<file path="config.mk">
export PLATFORM = sky130hd
export DESIGN_NAME = ahb_lite_sdram_bridge
export DESIGN_NICKNAME = d
export VERILOG_FILES = /design/src/rtl/ahb_lite_sdram_bridge.sv
export SDC_FILE = /design/constraint.sdc
export NUM_CORES = 1
export LEC_CHECK = 0
export BUFFER_PORTS_ARGS = -buffer_cell sky130_fd_sc_hd__buf_2
export CAP_MARGIN = 20
export CORE_MARGIN = 10
export CORE_UTILIZATION = 30
export CTS_CLUSTER_DIAMETER = 40
export DETAILED_ROUTE_END_ITERATION = 16
export GPL_TIMING_DRIVEN = 0
export PLACE_DENSITY = 0.49
export SYNTH_ARGS = -nofsm -noshare
export SYNTH_HDL_FRONTEND = slang
export SYNTH_SLANG_ARGS = --single-unit
</file>
<file path="constraint.sdc">
create_clock -name HCLK -period 3.7 [get_ports HCLK]
set_input_delay 0.74 -clock HCLK [delete_from_list [all_inputs] [get_ports HCLK]]
set_output_delay 0.74 -clock HCLK [all_outputs]
set_load 0.02 [all_outputs]
</file>
<file path="src/rtl/ahb_lite_sdram_bridge.sv">
// rtl/ahb_lite_sdram_bridge.sv - AHB-Lite slave that queues single-beat commands for an SDRAM controller
`timescale 1ns/1ps

module ahb_lite_sdram_bridge #(
  parameter int ADDR_WIDTH = 32,
  parameter int DATA_WIDTH = 32,
  parameter int FIFO_DEPTH = 4,
  parameter int RD_TIMEOUT = 255
) (
  input  logic                    HCLK,
  input  logic                    HRESETn,
  input  logic                    HSEL,
  input  logic                    HREADY,
  input  logic [1:0]              HTRANS,
  input  logic [ADDR_WIDTH-1:0]   HADDR,
  input  logic                    HWRITE,
  input  logic [2:0]              HSIZE,
  input  logic [DATA_WIDTH-1:0]   HWDATA,
  output logic                    HREADYOUT,
  output logic [DATA_WIDTH-1:0]   HRDATA,
  output logic                    HRESP,
  output logic                    cmd_valid_o,
  input  logic                    cmd_ready_i,
  output logic                    cmd_write_o,
  output logic [ADDR_WIDTH-1:0]   cmd_addr_o,
  output logic [2:0]              cmd_size_o,
  output logic [DATA_WIDTH/8-1:0] cmd_be_o,
  output logic [DATA_WIDTH-1:0]   cmd_wdata_o,
  input  logic [DATA_WIDTH-1:0]   sdram_rdata_i,
  input  logic                    sdram_rdata_valid_i,
  input  logic                    sdram_error_i
);

  localparam int BW = DATA_WIDTH / 8;
  localparam int AL = $clog2(BW);
  localparam int PW = $clog2(FIFO_DEPTH);
  localparam int TW = (RD_TIMEOUT < 2) ? 1 : $clog2(RD_TIMEOUT + 1);
  localparam int EW = ADDR_WIDTH + 1 + 3 + BW + DATA_WIDTH;
  localparam logic [2:0]  MAX_SIZE = 3'(AL);
  localparam logic [PW:0] DEPTH_L  = FIFO_DEPTH[PW:0];
  localparam logic [TW:0] TMO_LIM  = RD_TIMEOUT[TW:0];

  typedef enum logic [2:0] {S_IDLE, S_WDATA, S_RWAIT, S_RDATA, S_ERR1, S_ERR2} state_t;

  state_t                  state_q, state_d;
  logic [ADDR_WIDTH-1:0]   addr_q, addr_d;
  logic [2:0]              size_q, size_d;
  logic [BW-1:0]           be_q, be_d;
  logic                    pushed_q, pushed_d;
  logic [TW-1:0]           tmo_q, tmo_d;
  logic [TW:0]             tmo_inc;
  logic [DATA_WIDTH-1:0]   hrdata_q, hrdata_d;
  logic                    hresp_q, hresp_d;

  logic [EW-1:0]           mem_q [FIFO_DEPTH];
  logic [PW-1:0]           wptr_q, wptr_d, rptr_q, rptr_d;
  logic [PW:0]             count_q, count_d;
  logic                    full, empty, push, pop, completing, accept, legal;
  logic [EW-1:0]           entry_d;
  logic [2:0]              lo, mask;
  logic [BW-1:0]           be_dec;
  logic                    hready_out;

  assign full   = (count_q == DEPTH_L);
  assign empty  = (count_q == '0);
  assign pop    = !empty && cmd_ready_i;
  assign accept = HSEL && HREADY && (HTRANS == 2'b10 || HTRANS == 2'b11);

  // Byte lane i is enabled when it falls in the same HSIZE-sized chunk as the address.
  always_comb begin
    lo = '0;
    lo[AL-1:0] = HADDR[AL-1:0];
    case (HSIZE)
      3'd0:    mask = 3'b000;
      3'd1:    mask = 3'b001;
      3'd2:    mask = 3'b011;
      default: mask = 3'b111;
    endcase
    legal = (HSIZE <= MAX_SIZE) && ((lo & mask) == 3'd0);
    for (int i = 0; i < BW; i++) begin
      be_dec[i] = ((3'(i) ^ lo) >> HSIZE) == 3'd0;
    end
  end

  always_comb begin
    state_d    = state_q;
    addr_d     = addr_q;
    size_d     = size_q;
    be_d       = be_q;
    pushed_d   = pushed_q;
    tmo_d      = tmo_q;
    hrdata_d   = hrdata_q;
    push       = 1'b0;
    entry_d    = '0;
    completing = 1'b0;
    tmo_inc    = {1'b0, tmo_q} + {{TW{1'b0}}, 1'b1};
    case (state_q)
      S_IDLE, S_RDATA, S_ERR2: completing = 1'b1;
      S_WDATA: begin
        if (!full) begin
          completing = 1'b1;
          push       = 1'b1;
          entry_d    = {addr_q, 1'b1, size_q, be_q, HWDATA};
        end
      end
      S_RWAIT: begin
        if (!pushed_q) begin
          if (!full) begin
            push     = 1'b1;
            entry_d  = {addr_q, 1'b0, size_q, be_q, {DATA_WIDTH{1'b0}}};
            pushed_d = 1'b1;
            tmo_d    = '0;
          end
        end else if (sdram_rdata_valid_i) begin
          if (sdram_error_i) begin
            state_d = S_ERR1;
          end else begin
            hrdata_d = sdram_rdata_i;
            state_d  = S_RDATA;
          end
        end else if (RD_TIMEOUT != 0) begin
          if (tmo_inc == TMO_LIM) state_d = S_ERR1;
          else                    tmo_d   = tmo_inc[TW-1:0];
        end
      end
      S_ERR1:  state_d = S_ERR2;
      default: state_d = S_IDLE;
    endcase
    if (completing) begin
      if (accept) begin
        addr_d   = HADDR;
        size_d   = HSIZE;
        be_d     = be_dec;
        pushed_d = 1'b0;
        state_d  = !legal ? S_ERR1 : (HWRITE ? S_WDATA : S_RWAIT);
      end else begin
        state_d = S_IDLE;
      end
    end
    hresp_d = (state_d == S_ERR1) || (state_d == S_ERR2);
  end

  always_ff @(posedge HCLK or negedge HRESETn) begin
    if (!HRESETn) begin
      state_q  <= S_IDLE;
      addr_q   <= '0;
      size_q   <= '0;
      be_q     <= '0;
      pushed_q <= 1'b0;
      tmo_q    <= '0;
      hrdata_q <= '0;
      hresp_q  <= 1'b0;
    end else begin
      state_q  <= state_d;
      addr_q   <= addr_d;
      size_q   <= size_d;
      be_q     <= be_d;
      pushed_q <= pushed_d;
      tmo_q    <= tmo_d;
      hrdata_q <= hrdata_d;
      hresp_q  <= hresp_d;
    end
  end

  // Command FIFO; a full queue refuses pushes even when the head leaves in the same cycle.
  always_comb begin
    wptr_d  = push ? wptr_q + PW'(1) : wptr_q;
    rptr_d  = pop  ? rptr_q + PW'(1) : rptr_q;
    count_d = count_q;
    case ({push, pop})
      2'b10:   count_d = count_q + (PW+1)'(1);
      2'b01:   count_d = count_q - (PW+1)'(1);
      default: count_d = count_q;
    endcase
  end

  always_ff @(posedge HCLK or negedge HRESETn) begin
    if (!HRESETn) begin
      for (int i = 0; i < FIFO_DEPTH; i++) mem_q[i] <= '0;
      wptr_q  <= '0;
      rptr_q  <= '0;
      count_q <= '0;
    end else begin
      if (push) mem_q[wptr_q] <= entry_d;
      wptr_q  <= wptr_d;
      rptr_q  <= rptr_d;
      count_q <= count_d;
    end
  end

  always_comb begin
    case (state_q)
      S_WDATA:         hready_out = !full;
      S_RWAIT, S_ERR1: hready_out = 1'b0;
      default:         hready_out = 1'b1;
    endcase
    {cmd_addr_o, cmd_write_o, cmd_size_o, cmd_be_o, cmd_wdata_o} = empty ? '0 : mem_q[rptr_q];
  end

  assign cmd_valid_o = !empty;
  assign HREADYOUT   = hready_out;
  assign HRESP       = hresp_q;
  assign HRDATA      = hrdata_q;

endmodule

</file>
==> flow_metrics.py, run 1 <==
metrics = {
    "floorplan": {
        "ios": 216,
        "core_area_um2": 54900,
        "die_w_um": 255,
        "start_util_pct": 30.2,
        "rows": 86,
        "dieArea_um2": 65100,
        "die_y_um": 255,
    },
    "job": {
        "maxCapViolations": 0,
    },
    "routing": {
        "drc_errors": 0,
        "met3_length_mm": 4.01,
        "vias": 11000,
        "dr.pass1.iters": 5,
        "top_layer": "met5",
        "wire_per_inst_um": 22.2,
        "finalWirelength_mm": 47.8,
        "antenna_left": 0,
        "wirelength_met1_mm": 20.4,
        "vias_per_cell": 5.11,
        "route.met2.wl_mm": 22.2,
        "drtIter0Drc": 483,
    },
    "critical_path": {
        "arrival_ns": 2.78,
        "slowest_stage": "mux4_2",
        "r2r_cells": 5,
        "r2r_slack_ns": 0.68,
        "crit_chain": "clkbuf_2 > clkdlybuf4s15_2 > mux4_2 > and2_1 > buf_2",
        "slowest_delay_ns": 0.57,
        "path_class": "reg2out",
        "cpLargestDelayFamily": "buffers and inverters",
        "cp_max_fo": 10,
        "crit_cells": 5,
        "end_kind": "output pin",
        "r2r-start": "count_q[0]",
        "path_buf_inv": 3,
        "crit_path_start_kind": "flop",
        "r2r_end": "mem_q[138]",
        "cp.required_ns": 2.96,
    },
    "timing": {
        "fin_ws_ns": 0.176,
        "hold_ws_ns": 0.125,
        "clock.fmax_mhz": 284,
        "finClkSkew_ns": 0.0205,
        "post-route-period-util_pct": 95.2,
        "final-hold-violation-count": 0,
        "max-slew-margin-rel_pct": 36.8,
        "worstMarginPinSlew_ns": 0.948,
        "drv_slew": 0,
        "finalSetupViolCount": 0,
        "finalCriticalPeriod_ns": 3.52,
    },
    "logic_synthesis": {
        "synth_edf_count": 0,
        "syn-num-nets": 1217,
        "yosys.area.top_type": "dfrtp_1",
        "syn_avg_cell_area_um2": 15.1,
        "netlist_area_um2": 16600,
        "synth_cells": 1100,
        "ys_seq_area_share_pct": 57.2,
        "ys_seq_elements": 379,
        "yosysUniqueCellTypes": 49,
        "synthFlopType": "dfrtp_1",
        "synthTopCellsByArea": "dfrtp_1 57%, mux2_2 14%, mux4_2 9.8%",
        "synth_top_area_share_pct": 57.2,
        "synth-warning-count": 0,
        "synthArstFlopShare_pct": 100,
    },
    "clock_tree": {
        "root_buffer": "clkbuf_16",
        "post-cts-setup-buffers": 0,
        "h-tree-depth": 3,
        "cts_made_buffers": 69,
        "cts_sinks": 379,
        "clk_path_buf_depth": 3,
        "cts_tree": "done",
        "path_clk_slew_ns": 0.05,
        "cts_hold_buf": 0,
        "clock_latency_ns": 0.58,
    },
    "power_and_ir_drop": {
        "vdd_drop_max_mv": 0.463,
        "p_total_mw": 21.8,
        "p_leak_nw": 9.50,
        "power_density_nw_per_um2": 1030,
    },
    "place": {
        "dp_hpwl_mm": 32.1,
        "dp_slack_ns": 0.0833,
        "io_buffers": 214,
        "gp_congestion": 0.755,
        "place_area_um2": 18600,
    },
    "final_layout": {
        "nNetsFinal": 1505,
        "drive_above_1_share_pct": 44.5,
        "final_area_um2": 21100,
        "areaGrowthSynthToFinish_pct": 27.5,
    },
    "global_routing": {
        "grt_overflow_total": 0,
        "grt_pass1_wl_mm": 74.3,
        "antenna_found_initial": 13,
        "track_usage_pct": 15.0,
        "grt_max_degree": 112,
        "grt_pass1_vias": 12100,
    },
    "outcome": {
        "outcome": "finished, final reports clean",
    },
    "worst_hold_path": {
        "hp-class": "in2async",
    },
}
## sequential cells by signal, summed over array words and instances, names as in the netlist
| name | cells |
|---|---|
| be_q | 4 |
| state_q | 3 |
| count_q | 3 |
| pushed_q | 1 |
| size_q | 3 |
| HRDATA | 32 |
| mem_q | 288 |
| wptr_q | 2 |
| rptr_q | 2 |
| HRESP | 1 |
| tmo_q | 8 |
| addr_q | 32 |
## stage by stage
stage / std cells / setup TNS [ns] / util [%]
global placement: 2018 / -2171.82 / 33.8
floorplan: 1100 / 0 / -
global route: 2149 / -0.00895 / 38.5
detailed placement: 2022 / 0 / 34.0
CTS: 2147 / 0 / 38.5
finish: 2150 / 0 / 38.5
## routing by layer
metal,global-route usage (%),up-vias
li1,-,4824
met1,19.0,5706
met2,23.3,329
met3,5.64,102
met4,4.71,16
met5,0,-
## synth_stat cells, types with 2 or more instances
library cell,instances
a21oi_1,4
buf_1,16
nand4_1,3
or3_1,4
clkbuf_1,76
xor2_1,4
a31oi_1,2
inv_1,10
a21boi_0,2
mux4_2,72
o21a_1,2
nand3_1,2
a22o_1,6
xnor2_1,6
a32o_1,126
mux2i_1,2
ha_1,7
o221ai_1,4
a21o_1,2
nor2_1,9
mux2_2,213
nand2_1,22
o21ai_0,10
nand2b_1,4
mux2_1,10
and3_1,2
buf_2,3
nor3_1,3
dfrtp_1,379
and2_1,73
o211ai_1,4
## cell type report
class                   instances  area, µm²
clock inverters                42        538
multi-input cells             616       6710
inverters                      10       37.5
repair buffers                218       1170
plain buffers                  94        405
diodes                          3       7.51
well taps                     704        881
flip-flops and latches        379       9480
clock buffers                  84       1920
fillers                      5271      33700
## cells in the final DEF, fill, tap and decap left out, drive strengths merged, types with 7 or more instances in the layout
cell	netlist	layout
and2	73	73
bufinv	0	10
dfrtp	379	379
inv	10	17
o21ai	11	11
clkinvlp	0	10
mux2	223	223
nor2	9	9
a32o	126	126
ha	7	7
buf	19	231
nand2	22	22
mux4	72	72
clkbuf	76	159
clkinv	0	15
## power breakdown
part | switching [mW] | internal [mW] | total (mW)
combinational | 4.28 | 3.86 | 8.14
sequential | 1.10 | 5.93 | 7.03
clock | 2.21 | 4.41 | 6.61
## logic make-up after synthesis
| kind of cell | Yosys count | share of synthesized area (%) |
|---|---|---|
| flops | 379 | 57.2 |
| mux | 297 | 25.0 |
| compound gates | 171 | 9.72 |
| simple gates | 130 | 4.50 |
| buf+inv | 105 | 2.40 |
| xor+xnor | 10 | 0.528 |
| fa+ha+maj | 8 | 0.649 |
## what timing repair did
action / in CTS / in global routing
endpoints found under the setup margin: 68 / 2
hold endpoints to repair: 0 / 0
resized for setup: 16 / 1
## how the worst max path moves through the flow
stage | startpoint | to | slack, ns
6_report | rptr_q[0] | cmd_wdata_o[30] | 0.18
5_1_grt | rptr_q[0] | cmd_wdata_o[27] | -0.005
4_1_cts | rptr_q[0] | cmd_addr_o[15] | 0.07
3_5_place_dp | rptr_q[0] | cmd_addr_o[15] | 0.08
3_3_place_gp | HRESETn | addr_q[11] | -5.80
2_1_floorplan | rptr_q[0] | cmd_wdata_o[24] | 0.93
Note: power is estimated with default switching activity, not from simulation.
==> inputs of run 2 (changes only) <==
--- a/config.mk
+++ b/config.mk
@@ -12,7 +12,7 @@
 export CTS_CLUSTER_DIAMETER = 40
 export DETAILED_ROUTE_END_ITERATION = 16
 export GPL_TIMING_DRIVEN = 0
-export PLACE_DENSITY = 0.49
+export PLACE_DENSITY = 0.46
 export SYNTH_ARGS = -nofsm -noshare
 export SYNTH_HDL_FRONTEND = slang
 export SYNTH_SLANG_ARGS = --single-unit
==> run 2 against run 1 <==
Against the previous run: combinational power barely moved; clock power rose by 11%; non-clock buffer count fell by 1; clock skew fell by 0.0014 ns; critical endpoint is now cmd_wdata_o[25]; highest routed layer unchanged.
==> flow_metrics.py, run 2 (synthesis gave the netlist of run 1 again) <==
metrics = {
    "outcome": {
        "outcome": "finished, final reports clean",
    },
    "global_routing": {
        "antenna_found_initial": 9,
        "grt_overflow_total": 0,
        "grt_pass1_wl_mm": 75.4,
        "grt_pass1_vias": 12200,
        "grt_max_degree": 121,
        "track_usage_pct": 15.2,
    },
    "clock_tree": {
        "clk_path_buf_depth": 3,
        "clock_latency_ns": 0.60,
        "cts_tree": "done",
        "post-cts-setup-buffers": 0,
        "root_buffer": "clkbuf_16",
        "cts_sinks": 379,
        "h-tree-depth": 3,
        "path_clk_slew_ns": 0.05,
        "cts_made_buffers": 76,
    },
    "floorplan": {
        "start_util_pct": 30.2,
        "rows": 86,
        "die_y_um": 255,
        "dieArea_um2": 65100,
        "ios": 216,
        "core_area_um2": 54900,
        "die_w_um": 255,
    },
    "final_layout": {
        "final_area_um2": 21400,
        "drive_above_1_share_pct": 44.6,
        "nNetsFinal": 1511,
        "largest_reg_flops": 288,
        "mostFrequentLayoutCell": "dfrtp_1",
        "top_register": "mem_q",
        "layout_common_cells": "379 x dfrtp_1, 218 x buf_2, 213 x mux2_2",
        "areaGrowthSynthToFinish_pct": 29.1,
    },
    "timing": {
        "finalSetupViolCount": 0,
        "setup_tns_ns": 0,
        "post-route-period-util_pct": 95.2,
        "finalCriticalPeriod_ns": 3.52,
        "finClkSkew_ns": 0.0191,
        "grt_setup_unrepaired": "false",
        "hold_ws_ns": 0.121,
        "drv_slew": 0,
        "worstMarginPinSlew_ns": 0.986,
        "clock.fmax_mhz": 284,
        "final-hold-violation-count": 0,
        "max-slew-margin-rel_pct": 33.7,
    },
    "critical_path": {
        "cp.required_ns": 2.96,
        "arrival_ns": 2.78,
        "cp_max_fo": 10,
        "end_kind": "output pin",
        "crit_chain": "clkbuf_2 > clkdlybuf4s15_2 > mux4_2 > and2_1 > buf_2",
        "crit_path_start_kind": "flop",
        "slowest_delay_ns": 0.55,
        "slowest_stage": "mux4_2",
        "path_class": "reg2out",
    },
    "power_and_ir_drop": {
        "vdd_drop_max_mv": 0.446,
        "power_density_nw_per_um2": 1050,
        "p_leak_nw": 9.63,
        "p_total_mw": 22.4,
    },
    "routing": {
        "drtIter0Drc": 518,
        "vias_per_cell": 5.05,
        "dr.pass1.iters": 4,
        "drc_errors": 0,
        "wire_per_inst_um": 22.5,
        "finalWirelength_mm": 48.7,
        "vias": 10900,
        "antenna_left": 0,
    },
    "place": {
        "place_area_um2": 18600,
        "io_buffers": 214,
        "gp_congestion": 0.759,
        "dp_hpwl_mm": 32.3,
    },
    "job": {
        "maxCapViolations": 0,
    },
    "worst_hold_path": {
        "hp-class": "in2async",
    },
}
## run 2: changes by cell type in the layout (fill, tap and decap cells not counted), sizes merged
cell / delta
clkinvlp: -1
buf: +1
clkinv: +1
bufinv: +3
inv: +3
clkdlybuf4s15: -2
clkbuf: +9
## run 2: path summary, 6_finish.rpt
path	start	end	slack [ns]	depth (start not counted)
worst max-delay path	rptr_q[0]	cmd_wdata_o[25]	0.18	5
worst min-delay path	HRESETn	mem_q[7]	0.12	1
worst max register to register	state_q[2]	mem_q[146]	0.79	5
worst min register to register	mem_q[218]	mem_q[218]	0.48	1
max in group asynchronous	HRESETn	mem_q[51]	1.95	3
min in group HCLK	sdram_rdata_i[13]	HRDATA[13]	0.37	2
## run 2: worst max-delay path: cells and delay by family, from the launching register on
family                 cells  cell delay (ns)
buffers and inverters      3             1.09
flip-flops                 1             0.33
multiplexers               1             0.55
AND/OR/NAND/NOR            1             0.21
## run 2: layout make-up
type | instances | area [µm²]
flip-flops and latches | 379 | 9480
clock buffers | 93 | 2070
repair buffers | 217 | 1160
plain buffers | 94 | 390
inverters | 10 | 37.5
well taps | 704 | 881
multi-input cells | 616 | 6710
diodes | 3 | 7.51
clock inverters | 48 | 671
fillers | 5255 | 33500
## run 2: metal layers
| metal | global-route usage [%] | up-vias | wire length, µm |
|---|---|---|---|
| li1 | - | 4842 | - |
| met1 | 18.9 | 5661 | 20900 |
| met2 | 24.7 | 326 | 23000 |
| met3 | 5.31 | 89 | 3730 |
| met4 | 4.28 | 12 | 995 |
| met5 | 0 | - | 59 |
## run 2: power by group
part / internal (mW) / switching, mW
clock network: 4.93 / 2.38
logic: 3.85 / 4.27
registers: 5.93 / 1.08
## run 2: metrics by stage
step / setup slack (ns) / util (%) / std cells
final: 0.177 / 39.0 / 2164
after CTS: 0.0109 / 39.0 / 2161
after global routing: 0.000817 / 39.0 / 2162
after floorplan: 0.932 / - / 1100
after global placement: -5.98 / 33.8 / 2018
after detailed placement: -0.0740 / 34.0 / 2021
## run 2: repair_timing
item / CTS / global route
hold buffers: 0 / 0
endpoints found under the setup margin: 69 / 12
gates resized for setup: 15 / 4
==> inputs of run 3 (changes only) <==
==> constraint.sdc (replaced) <==
create_clock -name HCLK -period 3.7 [get_ports HCLK]
set_input_delay 0.74 -clock HCLK [delete_from_list [all_inputs] [get_ports HCLK]]
set_output_delay 0.74 -clock HCLK [all_outputs]
set_load 0.1 [all_outputs]
==> run 3 against run 2 <==
Against the previous run: final cell count is essentially flat; clock skew fell by 0.0014 ns; highest routed layer unchanged; critical endpoint is now cmd_wdata_o[24]; via count is essentially flat; global-route usage is essentially flat; register-to-register slack about the same; cell area stayed put; count of clock-buffer cells in the layout unchanged.
==> flow_metrics.py, run 3 (synthesis gave the netlist of run 1 again) <==
metrics = {
    "timing": {
        "fin_ws_ns": 0.180,
        "post-route-period-util_pct": 95.1,
        "max-slew-margin-rel_pct": 31.7,
        "finClkSkew_ns": 0.0176,
        "drv_slew": 0,
        "finalSetupViolCount": 0,
        "clock.fmax_mhz": 284,
        "worstMarginPinSlew_ns": 1.02,
        "finalCriticalPeriod_ns": 3.52,
        "setup_tns_ns": 0,
        "final-hold-violation-count": 0,
        "grt_setup_unrepaired": "false",
    },
    "critical_path": {
        "arrival_ns": 2.78,
        "r2r-start": "state_q[2]",
        "r2r_slack_ns": 0.80,
        "startpoint": "rptr_q[0]",
        "cpLargestDelayFamily": "buffers and inverters",
        "r2r_cells": 5,
        "slowest_stage": "mux4_2",
        "path_buf_inv": 3,
        "cp.required_ns": 2.96,
        "crit_chain": "clkbuf_2 > clkbuf_4 > mux4_2 > and2_1 > buf_2",
        "crit_path_start_kind": "flop",
        "slowest_delay_ns": 0.59,
        "cp_max_fo": 10,
        "path_class": "reg2out",
        "r2r_end": "mem_q[170]",
        "end_kind": "output pin",
    },
    "global_routing": {
        "track_usage_pct": 15.2,
        "use_met1_pct": 18.8,
        "grt_pass1_vias": 12200,
        "grt_max_degree": 121,
        "antenna_found_initial": 10,
        "gr-usage-met3_pct": 5.43,
        "grt_pass1_wl_mm": 75.4,
        "grt.busiest_layer": "met2",
        "grt_use_met2_pct": 24.8,
        "grt_overflow_total": 0,
    },
    "clock_tree": {
        "path_clk_slew_ns": 0.05,
        "cts_made_buffers": 76,
        "clk_path_buf_depth": 3,
        "post-cts-setup-buffers": 0,
        "cts_sinks": 379,
        "cts_tree": "done",
        "root_buffer": "clkbuf_16",
        "h-tree-depth": 3,
        "clock_latency_ns": 0.60,
    },
    "place": {
        "dp_hpwl_mm": 32.3,
        "gp_congestion": 0.759,
        "dp_slack_ns": -0.209,
        "place_area_um2": 18600,
        "io_buffers": 214,
    },
    "floorplan": {
        "dieArea_um2": 65100,
        "die_y_um": 255,
        "die_w_um": 255,
        "ios": 216,
        "start_util_pct": 30.2,
        "core_area_um2": 54900,
        "rows": 86,
    },
    "routing": {
        "drc_errors": 0,
        "wire_per_inst_um": 22.5,
        "finalWirelength_mm": 48.7,
        "drtIter0Drc": 508,
        "vias_per_cell": 5.06,
        "vias": 10900,
        "dr.pass1.iters": 5,
        "antenna_left": 0,
    },
    "final_layout": {
        "nNetsFinal": 1510,
        "mostFrequentLayoutCell": "dfrtp_1",
        "layout_common_cells": "379 x dfrtp_1, 218 x buf_2, 213 x mux2_2",
        "final_area_um2": 21400,
        "top_register": "mem_q",
        "fin_util_pct": 39.0,
        "areaGrowthSynthToFinish_pct": 29.1,
        "drive_above_1_share_pct": 45.1,
        "largest_reg_flops": 288,
    },
    "outcome": {
        "outcome": "finished, final reports clean",
    },
    "job": {
        "maxCapViolations": 0,
    },
    "worst_hold_path": {
        "hp-class": "in2async",
    },
}
## run 3: cell types whose count changed in the layout (fill, tap and decap cells not counted), moves of 2 or more
| cell | delta |
|---|---|
| clkbuf_2 | +4 |
| buf_1 | -2 |
| clkbuf_4 | +5 |
| clkbuf_1 | -6 |
| clkdlybuf4s15_2 | -3 |
## run 3: per-layer routing
layer / vias up / part of all wire, % / wire length, µm
li1: 4839 / - / -
met2: 305 / 47 / 23100
met5: - / 0.17 / 82
met1: 5687 / 43 / 20800
met4: 14 / 2.0 / 979
met3: 91 / 7.7 / 3750
## run 3: how the worst max path moves through the flow
stage | end | cells after the start
2_1_floorplan | cmd_addr_o[22] | 3
3_3_place_gp | addr_q[6] | 1
3_5_place_dp | cmd_addr_o[19] | 5
4_1_cts | cmd_size_o[2] | 5
5_1_grt | cmd_addr_o[1] | 5
6_report | cmd_wdata_o[24] | 5
## run 3: worst register-to-register path: stages, from the launching register on
cell and delay [ns]:
dfrtp_1 0.41, clkbuf_1 0.23, nor3_1 0.87, clkbuf_1 0.49
clkbuf_1 0.57, a32o_1 0.26
## run 3: layout make-up
type | instances | area [µm²]
fill | 5242 | 33500
clock inverter | 48 | 671
timing repair buffer | 217 | 1160
clock buffer | 93 | 2070
antenna | 2 | 5.00
inverter | 10 | 37.5
multi-input combinational | 616 | 6710
tap | 704 | 881
buffer | 93 | 392
sequential | 379 | 9480
## run 3: timing repair
item                                    4_1_cts  5_1_grt
gates resized for setup                      33        8
endpoints found under the setup margin       69       19
hold buffers                                  0        0
## run 3: stage by stage
stage | cells | hold slack [ns]
finish | 2162 | 0.120
detailed placement | 2021 | 0.477
global route | 2161 | 0.150
CTS | 2160 | 0.131
global placement | 2018 | 0.464
floorplan | 1100 | 0.444
Power of run 3 is left out: the tool's default activity adds up to more than one toggle a clock period on the data nets, which glitch-free logic cannot reach.
